[src/rtl/lcd_pkg.sv]
// Shared types and constants for the HD44780 write-only LCD sequencer:
// FSM states, byte payload, command codes and the power-up init ROM.
package lcd_pkg;

  localparam int unsigned INIT_LEN  = 5;
  localparam int unsigned ROM_IDX_W = 3;

  localparam logic [7:0] CMD_CLEAR     = 8'h01;
  localparam logic [7:0] CMD_HOME      = 8'h02;
  localparam logic [7:0] CMD_FUNC_8B2L = 8'h38;
  localparam logic [7:0] CMD_DISP_ON   = 8'h0C;
  localparam logic [7:0] CMD_ENTRY_INC = 8'h06;

  typedef enum logic [2:0] {
    ST_PWRUP,
    ST_INIT,
    ST_LOAD,
    ST_SETUP,
    ST_EN_HI,
    ST_WAIT,
    ST_IDLE
  } lcd_state_t;

  typedef struct packed {
    logic       rs;
    logic [7:0] data;
  } lcd_byte_t;

  function automatic logic [7:0] init_rom(input logic [ROM_IDX_W-1:0] idx);
    case (idx)
      3'd0:    return CMD_FUNC_8B2L;
      3'd1:    return CMD_FUNC_8B2L;
      3'd2:    return CMD_DISP_ON;
      3'd3:    return CMD_CLEAR;
      default: return CMD_ENTRY_INC;
    endcase
  endfunction

  // Clear (0x01) and return-home (0x02/0x03) need the long execution wait.
  function automatic logic is_slow_cmd(input lcd_byte_t b);
    return (!b.rs) && (b.data[7:2] == 6'd0);
  endfunction

endpackage

[src/rtl/lcd_delay_counter.sv]
// Loadable down-counter; done_c flags the last cycle of a loaded interval
// so that a load of N keeps the owning state active for exactly N cycles.
module lcd_delay_counter #(
  parameter int unsigned CNT_W   = 20,
  parameter int unsigned RST_VAL = 1
) (
  input  logic             clk,
  input  logic             rst,
  input  logic             load,
  input  logic [CNT_W-1:0] load_val,
  output logic             done_c
);

  logic [CNT_W-1:0] cnt;

  always_ff @(posedge clk or posedge rst) begin
    if (rst) begin
      cnt <= CNT_W'(RST_VAL);
    end else if (load) begin
      cnt <= load_val;
    end else if (cnt != '0) begin
      cnt <= cnt - CNT_W'(1);
    end
  end

  assign done_c = (cnt == CNT_W'(1));

endmodule

[src/rtl/lcd_hd44780_ctrl.sv]
// HD44780 16x2 LCD write sequencer: power-up wait, fixed init sequence, then
// host bytes with setup / enable-pulse / execution-wait timing.
module lcd_hd44780_ctrl
  import lcd_pkg::*;
#(
  parameter int unsigned SETUP_CYC      = 4,
  parameter int unsigned EN_HIGH_CYC    = 25,
  parameter int unsigned CMD_WAIT_CYC   = 2500,
  parameter int unsigned CLEAR_WAIT_CYC = 82000,
  parameter int unsigned PWRUP_WAIT_CYC = 750000,
  parameter int unsigned CNT_W          = 20
) (
  input  logic       ref_clk_clk,
  input  logic       ref_reset_reset,
  input  logic       wr_valid,
  output logic       wr_ready,
  input  logic       wr_rs,
  input  logic [7:0] wr_data,
  input  logic       bl_en,
  output logic       init_done,
  output logic       busy,
  output logic [7:0] lcd_data,
  output logic       lcd_en,
  output logic       lcd_rs,
  output logic       lcd_rw,
  output logic       lcd_on,
  output logic       lcd_blon
);

  if (SETUP_CYC < 1 || EN_HIGH_CYC < 1 || CMD_WAIT_CYC < 1 ||
      CLEAR_WAIT_CYC < 1 || PWRUP_WAIT_CYC < 1) begin : g_bad_zero
    $error("lcd_hd44780_ctrl: all timing parameters must be >= 1");
  end
  if ((64'(PWRUP_WAIT_CYC) >> CNT_W) != 0 || (64'(CLEAR_WAIT_CYC) >> CNT_W) != 0 ||
      (64'(CMD_WAIT_CYC) >> CNT_W) != 0) begin : g_bad_width
    $error("lcd_hd44780_ctrl: CNT_W too small for the configured waits");
  end

  lcd_state_t               state, next_state;
  lcd_byte_t                byte_q, byte_d;
  logic [ROM_IDX_W-1:0]     rom_idx, rom_idx_d;
  logic                     init_done_d;
  logic                     cnt_load;
  logic [CNT_W-1:0]         cnt_val;
  logic                     cnt_done_c;
  logic                     accept_c;

  assign accept_c = (state == ST_IDLE) && wr_valid && wr_ready;

  lcd_delay_counter #(
    .CNT_W   (CNT_W),
    .RST_VAL (PWRUP_WAIT_CYC)
  ) u_delay (
    .clk      (ref_clk_clk),
    .rst      (ref_reset_reset),
    .load     (cnt_load),
    .load_val (cnt_val),
    .done_c   (cnt_done_c)
  );

  // State and registered outputs.
  always_ff @(posedge ref_clk_clk or posedge ref_reset_reset) begin
    if (ref_reset_reset) begin
      state     <= ST_PWRUP;
      byte_q    <= '0;
      rom_idx   <= '0;
      init_done <= 1'b0;
      lcd_en    <= 1'b0;
      wr_ready  <= 1'b0;
      busy      <= 1'b1;
      lcd_on    <= 1'b0;
      lcd_blon  <= 1'b0;
    end else begin
      state     <= next_state;
      byte_q    <= byte_d;
      rom_idx   <= rom_idx_d;
      init_done <= init_done_d;
      lcd_en    <= (next_state == ST_EN_HI);
      wr_ready  <= (next_state == ST_IDLE);
      busy      <= (next_state != ST_IDLE);
      lcd_on    <= 1'b1;
      lcd_blon  <= bl_en;
    end
  end

  // Next-state logic.
  always_comb begin
    next_state = state;
    case (state)
      ST_PWRUP: if (cnt_done_c) next_state = ST_INIT;
      ST_INIT:  next_state = ST_SETUP;
      ST_LOAD:  next_state = ST_SETUP;
      ST_SETUP: if (cnt_done_c) next_state = ST_EN_HI;
      ST_EN_HI: if (cnt_done_c) next_state = ST_WAIT;
      ST_WAIT: begin
        if (cnt_done_c) begin
          if (!init_done && rom_idx != ROM_IDX_W'(INIT_LEN - 1)) next_state = ST_INIT;
          else                                                  next_state = ST_IDLE;
        end
      end
      ST_IDLE:  if (accept_c) next_state = ST_LOAD;
      default:  next_state = ST_PWRUP;
    endcase
  end

  // Counter loads and datapath updates; the LOAD state gives host bytes the
  // same one-cycle lead-in that INIT gives ROM bytes.
  always_comb begin
    cnt_load    = 1'b0;
    cnt_val     = '0;
    byte_d      = byte_q;
    rom_idx_d   = rom_idx;
    init_done_d = init_done;
    case (state)
      ST_INIT: begin
        byte_d   = '{rs: 1'b0, data: init_rom(rom_idx)};
        cnt_load = 1'b1;
        cnt_val  = CNT_W'(SETUP_CYC);
      end
      ST_LOAD: begin
        cnt_load = 1'b1;
        cnt_val  = CNT_W'(SETUP_CYC);
      end
      ST_SETUP: begin
        if (cnt_done_c) begin
          cnt_load = 1'b1;
          cnt_val  = CNT_W'(EN_HIGH_CYC);
        end
      end
      ST_EN_HI: begin
        if (cnt_done_c) begin
          cnt_load = 1'b1;
          cnt_val  = is_slow_cmd(byte_q) ? CNT_W'(CLEAR_WAIT_CYC) : CNT_W'(CMD_WAIT_CYC);
        end
      end
      ST_WAIT: begin
        if (cnt_done_c && !init_done) begin
          if (rom_idx == ROM_IDX_W'(INIT_LEN - 1)) init_done_d = 1'b1;
          else                                    rom_idx_d   = rom_idx + ROM_IDX_W'(1);
        end
      end
      ST_IDLE: begin
        if (accept_c) byte_d = '{rs: wr_rs, data: wr_data};
      end
      default: ;
    endcase
  end

  assign lcd_data = byte_q.data;
  assign lcd_rs   = byte_q.rs;
  assign lcd_rw   = 1'b0;

endmodule

[config.mk]
export PLATFORM = sky130hd
export DESIGN_NAME = lcd_hd44780_ctrl
export DESIGN_NICKNAME = d
export VERILOG_FILES = /design/src/rtl/lcd_pkg.sv /design/src/rtl/lcd_delay_counter.sv /design/src/rtl/lcd_hd44780_ctrl.sv
export SDC_FILE = /design/constraint.sdc
export NUM_CORES = 1
export LEC_CHECK = 0
export ABC_AREA = 1
export BUFFER_PORTS_ARGS = -buffer_cell sky130_fd_sc_hd__clkbuf_2
export CAP_MARGIN = 10
export CORE_ASPECT_RATIO = 1.2
export CORE_MARGIN = 2
export CORE_UTILIZATION = 52
export DETAILED_ROUTE_END_ITERATION = 16
export PLACE_DENSITY = 0.74
export SLEW_MARGIN = 20
export SYNTH_ARGS = -nofsm -noshare
export SYNTH_HDL_FRONTEND = slang
export SYNTH_SLANG_ARGS = --single-unit
[constraint.sdc]
create_clock -name ref_clk_clk -period 1.69 [get_ports ref_clk_clk]
set_clock_uncertainty 0.2 [all_clocks]
set_input_delay 0.338 -clock ref_clk_clk [delete_from_list [all_inputs] [get_ports ref_clk_clk]]
set_output_delay 0.338 -clock ref_clk_clk [all_outputs]
set_load 0.01 [all_outputs]
* Word level (Yosys, flattened, before mapping)
Cells that the tools add are included.
** Storage, ports and cells
- Register bits after elaboration :: 41
- Bits of input ports :: 13
- Output and inout port bits :: 16
- Logic and storage cells :: 67
** Cells by class
- $add $sub $neg :: 2
- Eq/ne operators :: 16
- Multiplexer cells :: 18
- Bitwise operators :: 1
- Reductions and logical operators :: 19
** Operator list (count)
- case mux 17 bit (3 select lines) :: 1
- two-way mux 20 bit :: 2
- two-way mux 17 bit :: 2
- == test 20 x 1 -> 1 bit (second input constant) :: 1
- nonzero test 20 bit :: 1
- subtractor 20 x 1 -> 20 bit (second input constant) :: 1
- == test 3 bit (second input constant) :: 6
- two-way mux 3 bit :: 6
- case mux 3 bit (6 select lines) :: 1
- case mux 6 bit (3 select lines) :: 1
- case mux 9 bit (2 select lines) :: 1
- == test 3 x 2 -> 1 bit (second input constant) :: 4
- two-way mux 9 bit :: 1
- == test 3 x 1 -> 1 bit (second input constant) :: 2
- logical NOT 3 bit :: 2
- logical NOT 6 bit :: 1
- != test 3 bit (second input constant) :: 2
- AND reduction 3 bit :: 2
- OR reduction 2 bit :: 3
- logical AND 1 bit :: 5
- two-way mux 5 bit :: 1
- nonzero test 2 bit :: 2
- adder 3 x 1 -> 3 bit (second input constant) :: 1
- logical NOT 1 bit :: 2
- 5 further kinds :: 5

* Longest topological paths before layout
Gate-level depths: netlist of the first run.
- Depth in word-level cells :: 6
- Mapped depth :: 11
- Depth with buffers taken out :: 11

* Modules after synthesis
Synthesis of the first run repeated with hierarchy kept, for this count alone.
** Unflattened totals
- Cells, all modules :: 368
- Area total of the unflattened synthesis :: 2708.8 um^2
** By module, submodules not included
- lcd_delay_counter :: times used 1, cells each 216, area each 1545.2 um^2, sequential area each 513.0 um^2
- lcd_hd44780_ctrl :: times used 1, cells each 152, area each 1163.6 um^2, sequential area each 526.8 um^2

* Worst setup path before layout of the first run
No wires, ideal clock.
- Path type :: register -> register
- Start point :: reg u_delay.cnt[1]
- End point :: reg u_delay.cnt[18]
- Setup time :: 0.140 ns
- Arrival time :: 1.365 ns
- Data required time :: 1.350 ns
- Path slack :: -0.015 ns
- Cell stages (with the launch flop) :: 9
- Path buffers :: 1
- Period minus slack after synthesis :: 1.705 ns
- Cell sequence :: dfrtp_1 inv_1 ha_1 inv_1 nor3_2 nand4_4 nand2_4 buf_6 nor3b_1
** On the way
- Word-level cells in the longest chain between the ends :: 4
- Elaborated cells on any way between the ends :: 8
- Classes of those cells :: add/sub: 1; eq/ne: 1; mux: 4; reduce/logical: 2
** Ends and longest elaborated chain
- from (decl) :: RTL line lcd_delay_counter.sv:14 : logic [CNT_W-1:0] cnt;
- from (signal assigned) :: RTL line lcd_delay_counter.sv:18 : cnt <= CNT_W'(RST_VAL);
- from (signal assigned) :: RTL line lcd_delay_counter.sv:20 : cnt <= load_val;
- from (signal assigned) :: RTL line lcd_delay_counter.sv:22 : cnt <= cnt - CNT_W'(1);
- branches (longest 4 deep; another with subtractor 20 x 1 -> 20 bit)
Several ways; the timed one is not identified. The select of a mux whose other input is x is not followed.
A chain may end at the register's enable or synchronous reset.

* Final worst setup path of the first run
- Start point :: reg u_delay.cnt[6]
- End point :: reg u_delay.cnt[7]
** On the way
- Word-level cells in the longest chain between the ends :: 4
- Elaborated cells on any way between the ends :: 10
- Classes of those cells :: add/sub: 1; eq/ne: 1; mux: 6; reduce/logical: 2
** Ends and longest elaborated chain
- branches (longest 4 deep; another with subtractor 20 x 1 -> 20 bit)
Several ways; the timed one is not identified. The select of a mux whose other input is x is not followed.

==> results_dict.tcl, run 1 <==
set metrics [dict create \
    grt_use_total_pct 27.86 \
    outcome "complete, but fails checks" \
    synthXorXnorAreaFrac_pct 6.406 \
    pin_count 29 \
    r2r_slack_ns -0.24 \
    stdcell_area_sq_mm 0.003724 \
    dieArea_sq_mm 0.005301 \
    root_buffer "clkbuf_8" \
    synth.avg_cell_area_sq_um 8.122 \
    muxShareOfSynthArea_pct 0 \
    setup_viol 31 \
    required_ns 1.75 \
    clk_pin_slew_ns 0.09 \
    min_to "lcd_data[4]" \
    layout.nets 427 \
    synth_compound_area_share_pct 5.135 \
    fin_crit_sh_pct 114.4 \
    io_buffers 27 \
    synth_ff_type "dfrtp_1" \
    ys_seq_area_share_pct 42.25 \
    synth.distinct_cells 38 \
    timing.rr.start "u_delay.cnt[6]" \
    maxCapViolCount 0 \
    synth-edff-count 0 \
    drive_above_1_share_pct 50.86 \
    gp_congestion 0.9160 \
    yosysWarningCount 0 \
    multi_input_area_sq_mm 0.001543 \
    antenna_left 0 \
    die_w_um 66.80 \
    ys_async_sr_fraction_pct 100.0 \
    min_path_cells 3 \
    numCtsBuffers 5 \
    power_density_mw_per_mm2 541.2 \
    rsz0062_at_grt "true" \
    wl_um 7783 \
    clock-sinks 41 \
    first_global_vias 2498 \
    synth_adder_area_share_pct 4.067 \
    drc 0 \
    overflow 0 \
    htreeDepth 2 \
    synth-simple-area-share_pct 34.82 \
    grt_first_pass_wirelength_um 10990 \
    leakage_nw 1.996 \
    hold_start "wr_data[4]" \
    synth_seq_cells 41 \
    synth_top_family_by_area "simple AND/OR/NAND/NOR gates" \
    drtPass1Iterations 4 \
    grt_max_degree 42 \
    antenna_found_initial 0 \
    crit_arrival_ns 1.99 \
    regArea_sq_mm 0.001045 \
    syn-cell-area_sq_mm 0.002461 \
    violations "setup timing" \
    initial_core_util_pct 53.96 \
    startpoint_type "register" \
    r2r_cells 8 \
    vias 2539 \
    cts_tree "built" \
    placed_cell_area_sq_mm 0.003088 \
    hold_class "in2reg" \
    hold_violations 0 \
    worstPathMaxFanout 4 \
    num-fill-cells 282 \
    critPathCaptureType "register" \
    area.growth.synth_to_final_pct 51.30 \
    num_rows 27 \
    place_hpwl_um 4620 \
    worst_slack_ns -0.2426 \
    insertion_delay_ns 0.31 \
    fin_crit_ns 1.933 \
    crit_type "reg2reg" \
    fmax_mhz 517.4 \
    first_iter_violations 161 \
    avgRoutedWirePerCell_um 16.74 \
    r2r-end "u_delay.cnt[7]" \
    die_h_um 79.36 \
    clockBufferDepth 2 \
    viasPerCell 5.460 \
    slew_viol_final 0 \
    syn_inst 303 \
    insertedDiodeCount 0 \
    peakVddDrop_uv 461.8 \
    core_area_sq_mm 0.004561 \
    post-place-ws_ns -0.1795 \
    synth_nets 324 \
]
-- cell usage in the layout (no fill, tap or decap), types with 6 or more instances in the layout --
cell type  count
dfstp_2       11
xor2_1        12
o21ai_1        6
clkbuf_2      27
buf_4         57
nand2_1       55
nand2_2       10
nor2_4        11
inv_1         26
nor2_2        14
nor3_2         7
nand3_1       19
nor2_1        24
inv_2         10
buf_6          9
dfrtp_1       26
-- cell type report --
| type | count | area share [%] |
|---|---|---|
| well taps | 58 | 1.949 |
| repair buffers | 99 | 20.73 |
| clock buffers | 5 | 1.848 |
| flip-flops and latches | 41 | 28.06 |
| inverters | 39 | 4.133 |
| multi-input cells | 220 | 41.43 |
| clock inverters | 3 | 1.848 |
-- registers in the layout, summed over array words and instances (netlist names) --
| register | count |
|---|---|
| rom_idx | 3 |
| init_done | 1 |
| state | 3 |
| u_delay.cnt | 20 |
| lcd_rs | 1 |
| lcd_blon | 1 |
| lcd_on | 1 |
| wr_ready | 1 |
| lcd_en | 1 |
| lcd_data | 8 |
| busy | 1 |
-- synthesized netlist by cell type, types with 2 or more instances --
master,count,area share [%]
buf_4,2,0.61
nand4_2,2,1.0
nand4_1,5,1.3
o21ai_0,6,1.2
nand2_1,67,10
nand3_2,2,0.81
o21ai_1,3,0.61
xor2_1,13,4.6
ha_1,8,4.1
conb_1,2,0.31
a31oi_1,4,1.0
inv_1,33,5.0
nor2_1,42,6.4
a21oi_1,5,1.0
nand2_2,3,0.76
nor2_4,4,1.8
nand3_1,22,4.5
inv_2,5,0.76
nor2_2,3,0.76
dfrtp_1,30,31
xnor2_1,5,1.8
nor3_1,11,2.2
dfstp_2,11,12
-- per-stage QoR --
step | cells | util [%] | TNS (ns) | total power [W] | hold slack [ns]
5_1_grt | 465 | 81.65 | -6.485 | 0.002058 | 0.08747
3_3_place_gp | 441 | 67.71 | -2.460 | 0.001052 | 0.1889
2_1_floorplan | 303 | - | 0 | 0.001025 | 0.1694
6_report | 465 | 81.65 | -3.772 | 0.002015 | 0.06454
3_5_place_dp | 441 | 67.71 | -2.681 | 0.001053 | 0.1940
4_1_cts | 457 | 76.32 | -1.634 | 0.002009 | 0.05514
-- critical path: stages, from the launching register on --
cell	delay, ns
dfrtp_1	0.39
nor2_2	0.14
nand2_2	0.16
nor2_4	0.22
nand4_2	0.17
or2_4	0.28
o21ai_0	0.14
nand2_1	0.10
inv_1	0.07
-- worst max path at each step --
stage	endpoint	from
4_1_cts	rom_idx[0]	u_delay.cnt[11]
3_5_place_dp	u_delay.cnt[11]	u_delay.cnt[1]
2_1_floorplan	u_delay.cnt[18]	u_delay.cnt[1]
5_1_grt	u_delay.cnt[7]	u_delay.cnt[6]
3_3_place_gp	u_delay.cnt[0]	u_delay.cnt[6]
6_report	u_delay.cnt[7]	u_delay.cnt[6]
-- repair_timing --
action / CTS / global route
setup endpoints to repair: 29 / 38
endpoints found under the hold margin: 31 / 0
gates cloned: 2 / 0
gates resized for setup: 48 / 51
hold buffers: 2 / 0
pin swaps: 28 / 17
buffers inserted: 6 / 9
-- kinds of logic after synthesis --
kind of cell               count (synthesis)
adders and majority gates                  8
other                                      2
AOI/OAI and AO/OA                         22
xor gates and xnor gates                  18
buffers and inverters                     42
and+or+nand+nor                          170
DFF                                       41
-- power by group --
part / internal (W) / switching [W] / leakage [nW]
combinational: 0.0000208 / 0.0000297 / 1.44
sequential: 0.000985 / 0.00000149 / 0.488
clock: 0.000595 / 0.000384 / 0.0687
total: 0.00160 / 0.000415 / 2.00
-- routing by layer --
| metal | share of wire [%] | vias to the layer above | track usage (%) |
|---|---|---|---|
| met4 | 6.4 | 0 | 15.92 |
| met3 | 4.5 | 49 | 6.232 |
| li1 | - | 1174 | - |
| met2 | 54 | 98 | 49.70 |
| met5 | 0 | - | 0 |
| met1 | 35 | 1218 | 29.43 |
Power figures use the tool's default switching activity.
==> run 2: changes to the inputs <==
Settings changed: CORE_ASPECT_RATIO 1.2 to 1.4, PLACE_DENSITY 0.74 to 0.84.
==> run 2 against run 1 <==
The run still ends with setup timing left. Non-clock buffer count unchanged. Critical path depth increased by 2. Design area decreased by 1.3%. Core utilization decreased by 0.60 points. Global-route usage decreased by 2.4 points. Setup slack improved by 0.052 ns. Clock power decreased by 13%. Clock-buffer cell count increased by 1. Sequential power about the same.
==> results_dict.tcl, run 2 (same netlist as run 1, synthesis figures left out) <==
set metrics [dict create \
    holdWs_ns 0.05243 \
    drc 0 \
    die_h_um 85.40 \
    utilization_pct 81.05 \
    numCtsBuffers 5 \
    drtPass1Iterations 4 \
    fmax_mhz 531.9 \
    startpoint_type "register" \
    grt_first_pass_wirelength_um 10550 \
    setup_viol 26 \
    root_buffer "clkbuf_8" \
    clockBufferDepth 2 \
    initial_core_util_pct 54.26 \
    r2r_cells 10 \
    required_ns 1.72 \
    core_area_sq_mm 0.004536 \
    first_global_vias 2442 \
    largest-register "u_delay.cnt" \
    min_path_cells 3 \
    viasPerCell 5.369 \
    largest_reg_flops 20 \
    clk_pin_slew_ns 0.09 \
    final_common_cell "buf_4" \
    insertedDiodeCount 0 \
    rsz0062_at_grt "true" \
    slew_viol_final 0 \
    crit_arrival_ns 1.91 \
    crit_type "reg2reg" \
    die_w_um 62.15 \
    stdcell_area_sq_mm 0.003676 \
    hold_class "in2reg" \
    placed_cell_area_sq_mm 0.003063 \
    htreeDepth 2 \
    area.growth.synth_to_final_pct 49.36 \
    cts_tree "built" \
    maxCapViolCount 0 \
    antenna_left 0 \
    first_iter_violations 129 \
    fin_crit_ns 1.880 \
    insertion_delay_ns 0.30 \
    num_rows 29 \
    layout.nets 427 \
    critPathCaptureType "register" \
    grt_use_total_pct 25.43 \
    place_hpwl_um 4575 \
    peakVddDrop_uv 374.3 \
    layout_common_cells "61 x buf_4, 52 x nand2_1, 27 x dfrtp_1, 27 x clkbuf_2, 26 x inv_1" \
    io_buffers 27 \
    worst_slack_ns -0.1902 \
    dieArea_sq_mm 0.005307 \
    hold_violations 0 \
    leakage_nw 1.988 \
    gp_congestion 0.9272 \
    post-place-ws_ns -0.1612 \
    antenna_found_initial 0 \
    outcome "complete, but fails checks" \
    violations "setup timing" \
    fin_crit_sh_pct 111.3 \
    drive_above_1_share_pct 51.35 \
    pin_count 29 \
    num-fill-cells 264 \
    clock-sinks 41 \
    power_density_mw_per_mm2 512.9 \
    overflow 0 \
    grt_max_degree 42 \
    worstPathMaxFanout 6 \
    avgRoutedWirePerCell_um 15.93 \
    vias 2518 \
    wl_um 7470 \
]
run 2: cell count changes in the layout (fill, tap and decap cells not counted), sizes merged:
cell    delta
bufinv     -1
clkbuf     +1
run 2: routing by layer:
layer | vias to the layer above | track usage (%) | part of all wire (%)
met2 | 87 | 50.79 | 58
met1 | 1221 | 24.68 | 35
met5 | - | 0 | 0
li1 | 1177 | - | -
met4 | 0 | 13.54 | 4.5
met3 | 33 | 3.846 | 3.4
run 2: metrics by stage:
step	setup TNS [ns]	total power, W	std cells
final	-2.412	0.001886	469
after CTS	-0.8404	0.001887	458
after floorplan	0	0.001025	303
after global routing	-4.508	0.001928	469
after detailed placement	-2.733	0.001053	441
after global placement	-1.720	0.001052	441
run 2: path summary, 6_finish.rpt:
kind / startpoint / end / slack [ns]
min in group asynchronous: ref_reset_reset / lcd_data[7] / 0.44
max reg2reg: u_delay.cnt[1] / lcd_en / -0.19
max: u_delay.cnt[1] / lcd_en / -0.19
min reg2reg: init_done / init_done / 0.33
max in group asynchronous: ref_reset_reset / u_delay.cnt[17] / 0.57
min: wr_rs / lcd_rs / 0.05
run 2: repair_timing:
item	4_1_cts	5_1_grt
setup endpoints to repair	30	32
pin swaps	10	37
hold endpoints to repair	31	0
buffers inserted	7	11
hold buffers	2	0
resized for setup	36	64
run 2: power by group:
| group | switching, W | total, W | internal, W | leakage [nW] |
|---|---|---|---|---|
| sequential | 0.00000127 | 0.000986 | 0.000985 | 0.490 |
| clock | 0.000368 | 0.000849 | 0.000481 | 0.0574 |
| combinational | 0.0000298 | 0.0000505 | 0.0000206 | 1.44 |
run 2: cell type report:
class / count / area [sq um] / share of cell area (%)
Clock buffer: 6 / 82.58 / 2.246
Clock inverter: 2 / 37.54 / 1.021
Inverter: 39 / 153.9 / 4.187
Multi-Input combinational cell: 220 / 1549 / 42.14
Sequential cell: 41 / 1044 / 28.39
Tap cell: 62 / 77.57 / 2.110
Timing Repair Buffer: 99 / 732.0 / 19.91
run 2: critical path, stage by stage, from the launching register on:
cell and delay (ns):
dfrtp_1 0.41, inv_2 0.10, ha_4 0.14, inv_4 0.04, nor2_4 0.16, nand3_4 0.14, nand2_1 0.13, nand3_1 0.13
nand2_1 0.13, nand3_1 0.11, nor2_2 0.13
